`config.mk`:
```
export PLATFORM = sky130hd
export DESIGN_NAME = sram_storage_ctrl
export DESIGN_NICKNAME = d
export VERILOG_FILES = /design/src/rtl/storage_pkg.sv /design/src/rtl/storage_rsp_fifo.sv /design/src/rtl/sram_storage_ctrl.sv
export SDC_FILE = /design/constraint.sdc
export NUM_CORES = 1
export LEC_CHECK = 0
export ABC_CLOCK_PERIOD_IN_PS = 4600
export BUFFER_PORTS_ARGS = -buffer_cell sky130_fd_sc_hd__buf_2
export CELL_PAD_IN_SITES_DETAIL_PLACEMENT = 0
export CELL_PAD_IN_SITES_GLOBAL_PLACEMENT = 1
export CORE_ASPECT_RATIO = 1.1
export CORE_UTILIZATION = 36
export DETAILED_ROUTE_END_ITERATION = 8
export PLACE_DENSITY_LB_ADDON = 0.1
export REMOVE_ABC_BUFFERS = 1
export SYNTH_ARGS = -nofsm -noshare
export SYNTH_HDL_FRONTEND = slang
export SYNTH_SLANG_ARGS = --single-unit
```
`constraint.sdc`:
```
create_clock -name clk -period 4.6 [get_ports clk]
set_clock_uncertainty 0.2 [all_clocks]
set_input_delay 0.46 -clock clk [delete_from_list [all_inputs] [get_ports clk]]
set_output_delay 0.46 -clock clk [all_outputs]
set_load 0.01 [all_outputs]
```
`src/rtl/storage_pkg.sv`:
```
// Shared types and widths for the SRAM storage controller.
// Widths describe the 2048x32 macro this controller fronts.
package storage_pkg;

    localparam int ADDR_W = 11;
    localparam int DATA_W = 32;
    localparam int BE_W   = DATA_W / 8;

    typedef enum logic [1:0] {
        IDLE   = 2'd0,
        RMW_RD = 2'd1,
        RMW_WR = 2'd2
    } ctrl_state_e;

    typedef struct packed {
        logic              we;
        logic [ADDR_W-1:0] addr;
        logic [DATA_W-1:0] wdata;
        logic [BE_W-1:0]   be;
    } mem_req_t;

endpackage

```
`src/rtl/storage_rsp_fifo.sv`:
```
// Small synchronous FIFO holding read data until the consumer takes it.
// Output is read straight from storage, so data shows up the cycle after a push.
module storage_rsp_fifo #(
    parameter int DEPTH = 2,
    parameter int WIDTH = 32,
    parameter int CNT_W = $clog2(DEPTH + 1)
) (
    input  logic             clk,
    input  logic             rst,
    input  logic             push,
    input  logic [WIDTH-1:0] push_data,
    input  logic             pop,
    output logic [WIDTH-1:0] pop_data,
    output logic [CNT_W-1:0] count,
    output logic             full,
    output logic             empty
);

    localparam int PTR_W = (DEPTH > 1) ? $clog2(DEPTH) : 1;

    logic [WIDTH-1:0] mem [DEPTH];
    logic [PTR_W-1:0] wr_ptr;
    logic [PTR_W-1:0] rd_ptr;
    logic             do_push;
    logic             do_pop;

    assign full  = (count == CNT_W'(DEPTH));
    assign empty = (count == '0);

    // A push into a full FIFO is accepted when the same edge pops an entry.
    assign do_pop  = pop && !empty;
    assign do_push = push && (!full || do_pop);

    assign pop_data = mem[rd_ptr];

    always_ff @(posedge clk) begin
        if (rst) begin
            wr_ptr <= '0;
            rd_ptr <= '0;
            count  <= '0;
        end else begin
            if (do_push) begin
                wr_ptr <= (wr_ptr == PTR_W'(DEPTH - 1)) ? '0 : wr_ptr + PTR_W'(1);
            end
            if (do_pop) begin
                rd_ptr <= (rd_ptr == PTR_W'(DEPTH - 1)) ? '0 : rd_ptr + PTR_W'(1);
            end
            count <= count + CNT_W'(do_push) - CNT_W'(do_pop);
        end
    end

    always_ff @(posedge clk) begin
        if (do_push) begin
            mem[wr_ptr] <= push_data;
        end
    end

endmodule

```
`src/rtl/sram_storage_ctrl.sv`:
```
// Request/response front-end for a single-port 2048x32 SRAM macro.
// Handshakes: a transfer happens on any posedge where valid && ready; ready never depends on valid.
module sram_storage_ctrl #(
    parameter int         ADDR_W    = 11,
    parameter int         DATA_W    = 32,
    parameter logic [2:0] EMA_VAL   = 3'b000,
    parameter int         RSP_DEPTH = 2
) (
    input  logic                  clk,
    input  logic                  rst,
    input  logic                  req_valid,
    output logic                  req_ready,
    input  logic                  req_we,
    input  logic [ADDR_W-1:0]     req_addr,
    input  logic [DATA_W-1:0]     req_wdata,
    input  logic [DATA_W/8-1:0]   req_be,
    output logic                  rsp_valid,
    input  logic                  rsp_ready,
    output logic [DATA_W-1:0]     rsp_rdata,
    output logic                  sram_cen,
    output logic                  sram_wen,
    output logic [ADDR_W-1:0]     sram_addr,
    output logic [DATA_W-1:0]     sram_d,
    output logic [2:0]            sram_ema,
    output logic                  sram_retn,
    input  logic [DATA_W-1:0]     sram_q,
    output logic [1:0]            dbg_state
);
    import storage_pkg::*;

    localparam int BE_W  = DATA_W / 8;
    localparam int CNT_W = $clog2(RSP_DEPTH + 1);

    ctrl_state_e       state;
    ctrl_state_e       state_nxt;
    mem_req_t          rmw_q;
    logic              rd_inflight;
    logic              accept_rd;
    logic              start_rmw;
    logic [DATA_W-1:0] merged;
    logic [DATA_W-1:0] fifo_rdata;
    logic [CNT_W-1:0]  fifo_count;
    logic              fifo_full;
    logic              fifo_empty;
    logic              rsp_pop;
    logic [CNT_W:0]    occupancy;
    logic              rd_slot_free;

    assign sram_ema  = EMA_VAL;
    assign sram_retn = 1'b1;
    assign dbg_state = state;

    assign rsp_valid = !fifo_empty && !rst;
    assign rsp_rdata = fifo_rdata;
    assign rsp_pop   = rsp_valid && rsp_ready;

    // Slots committed after this edge: stored words plus the read in flight, less the word
    // leaving now. Crediting the pop is what lets reads stream at one per cycle.
    assign occupancy    = (CNT_W+1)'(fifo_count) + (CNT_W+1)'(rd_inflight) - (CNT_W+1)'(rsp_pop);
    assign rd_slot_free = occupancy < (CNT_W+1)'(RSP_DEPTH);

    always_comb begin
        merged = sram_q;
        for (int b = 0; b < BE_W; b++) begin
            if (rmw_q.be[b]) begin
                merged[b*8 +: 8] = rmw_q.wdata[b*8 +: 8];
            end
        end
    end

    always_comb begin
        state_nxt = state;
        req_ready = 1'b0;
        sram_cen  = 1'b1;
        sram_wen  = 1'b1;
        sram_addr = req_addr;
        sram_d    = req_wdata;
        accept_rd = 1'b0;
        start_rmw = 1'b0;
        if (!rst) begin
            case (state)
                IDLE: begin
                    req_ready = req_we ? 1'b1 : rd_slot_free;
                    if (req_valid && req_ready) begin
                        if (!req_we) begin
                            sram_cen  = 1'b0;
                            accept_rd = 1'b1;
                        end else if (&req_be) begin
                            sram_cen = 1'b0;
                            sram_wen = 1'b0;
                        end else if (|req_be) begin
                            sram_cen  = 1'b0;
                            start_rmw = 1'b1;
                            state_nxt = RMW_RD;
                        end
                    end
                end
                RMW_RD: begin
                    // Old word is on sram_q now; write back the byte merge.
                    sram_cen  = 1'b0;
                    sram_wen  = !rmw_q.we;
                    sram_addr = rmw_q.addr;
                    sram_d    = merged;
                    state_nxt = IDLE;
                end
                default: state_nxt = IDLE;
            endcase
        end
    end

    always_ff @(posedge clk) begin
        if (rst) begin
            state       <= IDLE;
            rd_inflight <= 1'b0;
        end else begin
            state       <= state_nxt;
            rd_inflight <= accept_rd;
        end
    end

    always_ff @(posedge clk) begin
        if (start_rmw) begin
            rmw_q <= '{we: req_we, addr: req_addr, wdata: req_wdata, be: req_be};
        end
    end

    always_ff @(posedge clk) begin
        if (!rst) begin
            assert (state != RMW_WR);
            assert (!(fifo_full && rd_inflight && !rsp_pop));
        end
    end

    storage_rsp_fifo #(
        .DEPTH (RSP_DEPTH),
        .WIDTH (DATA_W),
        .CNT_W (CNT_W)
    ) u_rsp_fifo (
        .clk       (clk),
        .rst       (rst),
        .push      (rd_inflight),
        .push_data (sram_q),
        .pop       (rsp_pop),
        .pop_data  (fifo_rdata),
        .count     (fifo_count),
        .full      (fifo_full),
        .empty     (fifo_empty)
    );

endmodule

```
==> reports/qor.csv, run 1 <==
stage,metric,value,unit
timing,final critical-path required period,3.06,ns
global_route,number of global-route vias before repair,3133,
critical_path,"Largest stage delay, worst path",0.44,ns
clock_tree,Max Root-Sink Buffers,2,
detailed_routing,Vias/cell,4.59,
detailed_routing,routed len/inst,15.7,um
critical_path,data required time of the critical path,3.94,ns
critical_path,R2R Path Start,dbg_state[0],
floorplan,initial core utilization,37.4,%
timing,RSZ-0062 raised after global routing,no,
clock_tree,clock insertion delay at the later pin of the skew report,0.40,ns
critical_path,"most used cell, CP",nor2_1,
power,internal power,2150,uW
placement,DP HPWL,7400,um
power,combinational share of power,9.7,%
worst_hold_path,Worst Hold Class,in2reg,
floorplan,die height,126,um
clock_tree,Clock Sinks,119,
power,Static Leak,0.00267,uW
clock_tree,clk root buf,clkbuf_16,
worst_hold_path,Hold Crit Endpoint,rmw_q[46],
floorplan,core area,13400,sq um
worst_hold_path,Worst Hold Launch,req_addr[10],
layout,fill count,1279,
critical_path,capturing point of the worst reg2reg path,rmw_q[19],
detailed_routing,Detailed Routing Iterations Pass 1,4,
power,fraction of power consumed by the clock network,44.6,%
yosys,count of unique library cells instantiated by Yosys,30,
critical_path,worst path cell trace,nor2_1 -> nor2_1 -> ha_1 -> nor2_1 -> fa_1 -> inv_1 -> nand4_1 -> o311a_1 -> buf_2,
clock_tree,post-cts resize count,0,
critical_path,Worst Setup End Kind,output pin,
global_route,first-pass GRT wire length,16700,um
placement,PortBufs,163,
clock_tree,Worst-path clk slew,0.05,ns
detailed_routing,"antenna viol nets, final",0,
yosys,post-synthesis area per instance,15.2,sq um
timing,worst hold slack,0.0424,ns
global_route,largest net degree at the start of global routing,56,
power,"IR drop worst, VDD",0.000197,V
power,sw frac,21.7,%
floorplan,Die ar.,14400,sq um
critical_path,Setup CP Type,reg2out,
flow_run,MaxCap Viol Count,0,
power,Pwr per Cell Area,420,nW/um^2
outcome,status,"finished, final reports clean",
power,Flop pwr share,45.7,%
floorplan,Core Rows,44,
timing,Max Freq,0.327,GHz
critical_path,"Max FO, Critical Path",5,
timing,Final period util,66.6,%
clock_tree,cts bufs inserted,17,
critical_path,startpoint class of the critical path,flop,
yosys,Mapped Cells,330,
yosys,synthesis warning total,0,
timing,Final Hold Fails,0,
placement,routability cong.,0.697,
timing,Slew @ Worst Pin,1.05,ns
detailed_routing,drt total wl,10900,um
global_route,initial antenna violation count,1,
layout,Seq. cell area,3500,sq um
detailed_routing,via count,3178,
timing,Total Negative Setup Slacks,0,ns
global_route,GRT Total Usage,16.0,%
timing,Slew headroom,30.3,%
clock_tree,Setup Buffers After CTS,0,
yosys,post-synthesis register bit count,119,
power,"Power, Total",2750,uW
floorplan,Die W,115,um
layout,share of layout cells above drive strength 1,47.2,%
critical_path,critical path arrival,2.40,ns
power,Sw Pwr,597,uW
critical_path,R2R Setup Slk,2.23,ns
yosys,synthesized area,5030,sq um
worst_hold_path,hold depth,1,
timing,Max Slew Vio Count,0,
clock_tree,CTS H-Tree Depth,4,
layout,diode count,0,
critical_path,worst reg2reg path depth,4,
clock_tree,CTS tree,yes,
global_route,gr ovfl total,0,
layout,multi-input logic area,1410,sq um
yosys,proportion of synthesized chip area in sequential cells,69.7,%
detailed_routing,# DRC,0,
clock_tree,Post-CTS Hold Buffers,0,
timing,setup violators final,0,
floorplan,Top Ports,169,
critical_path,slowest CP cell,fa_1,
layout,Area Overhead vs Synth,30.4,%
layout,Util after Layout,48.8,%
layout,Nets,584,
detailed_routing,Initial DRC Count,97,
## critical path: cells and delay by family (launching register included)
family	cells	cell delay, ns
AO/OA/AOI/OAI	1	0.14
adder cells (fa/ha/maj)	2	0.71
buffers and inverters	2	0.22
flip-flops	1	0.37
AND/OR/NAND/NOR	4	0.56
## cell families (layout without fill, tap and decap cells)
logic type	count (synthesis)	in the layout	share of synthesized area, %
XOR/XNOR	3	3	0.523
adder cells (fa/ha/maj)	4	4	1.15
multiplexers	76	76	16.2
AND/OR/NAND/NOR	59	59	5.18
flip-flops	119	119	69.7
AO/OA/AOI/OAI	39	39	4.18
buffers and inverters	28	204	2.89
other	2	5	0.149
## power by group through the flow
stage          combinational [uW]  sequential, uW  clock (uW)
5_1_grt                       299            1260        1300
2_1_floorplan                 143            1270           0
3_5_place_dp                  273            1280           0
6_report                      268            1260        1230
4_1_cts                       274            1260        1250
3_3_place_gp                  269            1280           0
## flip-flops by register name (all words and copies together) (netlist names), named ones only
| register | count |
|---|---|
| u_rsp_fifo.count | 2 |
| u_rsp_fifo.mem | 64 |
| u_rsp_fifo.rd_ptr | 1 |
| dbg_state | 1 |
| u_rsp_fifo.wr_ptr | 1 |
| rd_inflight | 1 |
| rmw_q | 48 |
## per-layer routing
layer  GRT usage (%)  part of all wire (%)  vias to the layer above
met1            19.1                    43                     1496
met4            7.49                   1.7                        2
met5               0                 0.074                        -
met2            25.4                    48                      113
li1                -                     -                     1552
met3            6.16                   6.6                       15
## cell usage after synthesis
library cell | instances | area [sq um]
mux2_1 | 2 | 22.5
nor3_1 | 3 | 15.0
xor2_1 | 2 | 17.5
nand2_1 | 35 | 131
xnor2_1 | 1 | 8.76
mux2i_1 | 32 | 320
clkbuf_1 | 4 | 15.0
mux2_2 | 42 | 473
clkbuf_2 | 4 | 20.0
nor2_1 | 10 | 37.5
conb_1 | 2 | 7.51
ha_1 | 3 | 37.5
buf_2 | 7 | 35.0
nor4_1 | 1 | 6.26
a21oi_1 | 3 | 15.0
nand2b_1 | 2 | 12.5
buf_4 | 7 | 52.6
dfxtp_1 | 7 | 140
o31ai_1 | 1 | 7.51
o311a_1 | 1 | 10.0
nand4_1 | 2 | 12.5
a31oi_2 | 1 | 12.5
fa_1 | 1 | 20.0
o21ai_0 | 33 | 165
nor2b_1 | 3 | 18.8
or3_1 | 1 | 6.26
edfxtp_1 | 112 | 3360
inv_1 | 6 | 22.5
and2_1 | 1 | 6.26
nand2b_4 | 1 | 13.8
## metrics by stage
step                      setup WS (ns)  cells  area, sq um
after floorplan                 -0.0140    311         4910
after global placement             1.66    661         6000
after detailed placement           1.63    661         6000
after CTS                          1.50    693         6550
after global routing               1.35    693         6550
final                              1.54    693         6550
## cell usage in the layout (no fill, tap or decap), types with 2 or more instances in the layout
cell       instances
nand4_1            2
xor2_1             2
clkinv_2           3
o21ai_0           33
mux2i_1           32
clkbuf_8           4
nand2_1           35
conb_1             5
mux2_2            42
a21oi_1            3
edfxtp_1         112
buf_2            163
inv_1              6
dfxtp_1            6
nor2_1            10
clkbuf_1           7
nor2b_1            2
clkbuf_16         17
nor3_1             2
mux2_1             2
ha_1               3
buf_4              3
## worst max path at each step
stage                 end                start  cells past startpoint  slack, ns
2_1_floorplan    rmw_q[0]            req_be[3]                      3      -0.01
3_3_place_gp   sram_d[24]                  rst                      6       1.66
3_5_place_dp    sram_d[4]                  rst                      6       1.63
4_1_cts          sram_cen  u_rsp_fifo.count[1]                      9       1.50
5_1_grt          sram_cen  u_rsp_fifo.count[1]                      9       1.35
6_report         sram_cen  u_rsp_fifo.count[1]                      9       1.54
## area by class of cell
class,count,area share (%)
Multi-Input combinational cell,186,21.4
Clock inverter,4,0.687
Inverter,6,0.344
Timing Repair Buffer,166,12.8
Clock buffer,28,7.73
Tap cell,184,3.51
Sequential cell,119,53.5
No activity file was read; power rests on OpenSTA's default activity.
==> run 2, diff against run 1 <==
--- a/config.mk
+++ b/config.mk
@@ -5,7 +5,7 @@
 export SDC_FILE = /design/constraint.sdc
 export NUM_CORES = 1
 export LEC_CHECK = 0
-export ABC_CLOCK_PERIOD_IN_PS = 4600
+export ABC_CLOCK_PERIOD_IN_PS = 2800
 export BUFFER_PORTS_ARGS = -buffer_cell sky130_fd_sc_hd__buf_2
 export CELL_PAD_IN_SITES_DETAIL_PLACEMENT = 0
 export CELL_PAD_IN_SITES_GLOBAL_PLACEMENT = 1
==> constraint.sdc (replaced) <==
create_clock -name clk -period 2.8 [get_ports clk]
set_clock_uncertainty 0.2 [all_clocks]
set_input_delay 0.28 -clock clk [delete_from_list [all_inputs] [get_ports clk]]
set_output_delay 0.28 -clock clk [all_outputs]
set_load 0.01 [all_outputs]
==> reports/qor.csv, run 2 (same netlist as run 1, synthesis figures left out) <==
stage,metric,value,unit,change
global_route,initial antenna violation count,0,,was 1
timing,setup ws final,0.119,ns,was 1.54 ns
placement,pre-CTS setup slack,0.340,ns,was 1.63 ns
layout,fill count,1186,,was 1279
power,"IR drop worst, VDD",0.000299,V,was 0.000197 V
detailed_routing,metal3 WL,601,um,was 712 um
floorplan,initial core utilization,37.4,%,unchanged
floorplan,Core Rows,44,,unchanged
detailed_routing,"antenna viol nets, final",0,,unchanged
detailed_routing,WL met1,4750,um,was 4700 um
timing,setup violators final,0,,unchanged
critical_path,critical path arrival,2.20,ns,was 2.40 ns
floorplan,Die W,115,um,unchanged
critical_path,worst path cell trace,nor2_4 -> nor2_1 -> ha_1 -> nor2_2 -> fa_1 -> xor2_1 -> nand4_1 -> o311a_1 -> buf_2,,was nor2_1 -> nor2_1 -> ha_1 -> nor2_1 -> fa_1 -> inv_1 -> nand4_1 -> o311a_1 -> buf_2
detailed_routing,met2 wire length,5650,um,was 5250 um
floorplan,die height,126,um,unchanged
layout,most frequent cells in the layout,"buf_2 (163), edfxtp_1 (112), dlygate4sd3_1 (81)",,"was buf_2 (163), edfxtp_1 (112), mux2_2 (42)"
critical_path,crit path buf inv count,1,,was 2
layout,diode count,0,,unchanged
critical_path,startpoint class of the critical path,flop,,unchanged
placement,DP HPWL,7040,um,was 7400 um
detailed_routing,Vias/cell,4.47,,was 4.59
clock_tree,cts bufs inserted,17,,unchanged
detailed_routing,routed len/inst,14.4,um,was 15.7 um
detailed_routing,Detailed Routing Iterations Pass 1,4,,unchanged
floorplan,Die ar.,14400,sq um,unchanged
critical_path,CP Depth,9,,unchanged
detailed_routing,# DRC,0,,unchanged
layout,"most common cell after layout, fill and taps aside",buf_2,,unchanged
timing,Final Hold Fails,0,,unchanged
timing,Slew @ Worst Pin,1.01,ns,was 1.05 ns
layout,share of layout cells above drive strength 1,42.1,%,was 47.2%
clock_tree,clk root buf,clkbuf_16,,unchanged
detailed_routing,max layer used,met4,,was met5
layout,largest registers,"u_rsp_fifo.mem (64), rmw_q (48), u_rsp_fifo.count (2)",,unchanged
clock_tree,clock insertion delay at the later pin of the skew report,0.41,ns,was 0.40 ns
layout,most flop-heavy register,u_rsp_fifo.mem,,unchanged
clock_tree,Clock Sinks,119,,unchanged
detailed_routing,via count,3488,,was 3178
critical_path,"CP delay by family, top",adder cells,,unchanged
timing,Max Slew Vio Count,0,,unchanged
clock_tree,CTS H-Tree Depth,4,,unchanged
critical_path,"Largest stage delay, worst path",0.36,ns,was 0.44 ns
floorplan,core area,13400,sq um,unchanged
clock_tree,Max Root-Sink Buffers,2,,unchanged
placement,PortBufs,163,,unchanged
layout,Nets,672,,was 584
global_route,gr ovfl total,0,,unchanged
critical_path,"Max FO, Critical Path",4,,was 5
timing,Max Freq,0.373,GHz,
timing,Final period util,95.7,%,
timing,final critical-path required period,2.68,ns,
power,Static Leak,0.00304,uW,was 0.00267 uW
floorplan,Top Ports,169,,unchanged
critical_path,slowest CP cell,dfxtp_4,,was fa_1
timing,Slew headroom,32.2,%,was 30.3%
critical_path,Setup CP Type,reg2out,,unchanged
layout,Area Overhead vs Synth,48.1,%,was 30.4%
global_route,GRT Total Usage,16.6,%,was 16.0%
power,Pwr per Cell Area,619,nW/um^2,was 420 nW/um^2
detailed_routing,drt total wl,11300,um,was 10900 um
placement,routability cong.,0.711,,was 0.697
detailed_routing,Initial DRC Count,74,,was 97
critical_path,data required time of the critical path,2.32,ns,was 3.94 ns
layout,Util after Layout,55.4,%,was 48.8%
global_route,number of global-route vias before repair,3507,,was 3133
global_route,largest net degree at the start of global routing,38,,was 56
layout,max reg flops,64,,unchanged
critical_path,worst reg2reg path depth,4,,unchanged
worst_hold_path,hold depth,3,,was 1
clock_tree,CTS tree,yes,,unchanged
critical_path,Worst Setup End Kind,output pin,,unchanged
clock_tree,Worst-path clk slew,0.05,ns,about the same
worst_hold_path,Worst Hold Class,in2reg,,unchanged
global_route,first-pass GRT wire length,17500,um,was 16700 um
flow_run,MaxCap Viol Count,0,,unchanged
outcome,status,"finished, final reports clean",,unchanged
run 2: changes by cell type in the layout (fill, tap and decap cells not counted), sizes merged:
cell	delta
bufinv	+1
clkinv	+7
buf	+7
clkbuf	-11
clkinvlp	+2
dlygate4sd3	+81
run 2: where the power goes:
| group | switching (uW) | internal, uW | total (uW) |
|---|---|---|---|
| logic | 271 | 295 | 566 |
| clock network | 719 | 1270 | 1990 |
| registers | 27.0 | 2030 | 2050 |
run 2: worst paths after layout:
check | from | to | slack, ns
min reg2reg | u_rsp_fifo.rd_ptr | flop | 0.31
max reg2reg | dbg_state[0] | rmw_q[12] | 0.58
min | rst | u_rsp_fifo.count[1] | 0.03
max | u_rsp_fifo.count[1] | sram_cen | 0.12
run 2: per-layer routing:
metal	GRT usage [%]	vias to the layer above
li1	-	1730
met1	18.9	1635
met2	28.1	106
met3	5.20	17
met4	7.72	0
met5	0	-
run 2: stage by stage:
| stage | std cells | TNS (ns) | total power, uW | area, sq um | hold slack, ns |
|---|---|---|---|---|---|
| 6_report | 780 | 0 | 4610 | 7450 | 0.0293 |
| 3_3_place_gp | 666 | 0 | 2540 | 6060 | 0.269 |
| 2_1_floorplan | 311 | -83.43 | 2330 | 4910 | 0.149 |
| 4_1_cts | 779 | 0 | 4650 | 7430 | 0.0117 |
| 3_5_place_dp | 666 | 0 | 2550 | 6060 | 0.272 |
| 5_1_grt | 780 | -0.00197 | 4800 | 7450 | 0.0525 |
run 2: worst reg2reg max path: cells and delay by family, from the launching register on:
family / cells / cell delay (ns)
buffers and inverters: 1 / 0.33
and+or+nand+nor: 3 / 0.97
DFF: 1 / 0.37
run 2: layout make-up:
| class | instances | area (sq um) | share of cell area (%) |
|---|---|---|---|
| Clock buffer | 17 | 425 | 5.71 |
| Clock inverter | 14 | 116 | 1.56 |
| Inverter | 6 | 22.5 | 0.302 |
| Multi-Input combinational cell | 186 | 1420 | 19.0 |
| Sequential cell | 119 | 3510 | 47.1 |
| Tap cell | 184 | 230 | 3.09 |
| Timing Repair Buffer | 254 | 1730 | 23.2 |
run 2: what timing repair did:
item,4_1_cts,5_1_grt
setup buffers,1,1
gates resized for setup,1,6
endpoints found under the setup margin,2,2
hold endpoints to repair,113,0
hold buffers,81,0
pin swaps,1,1
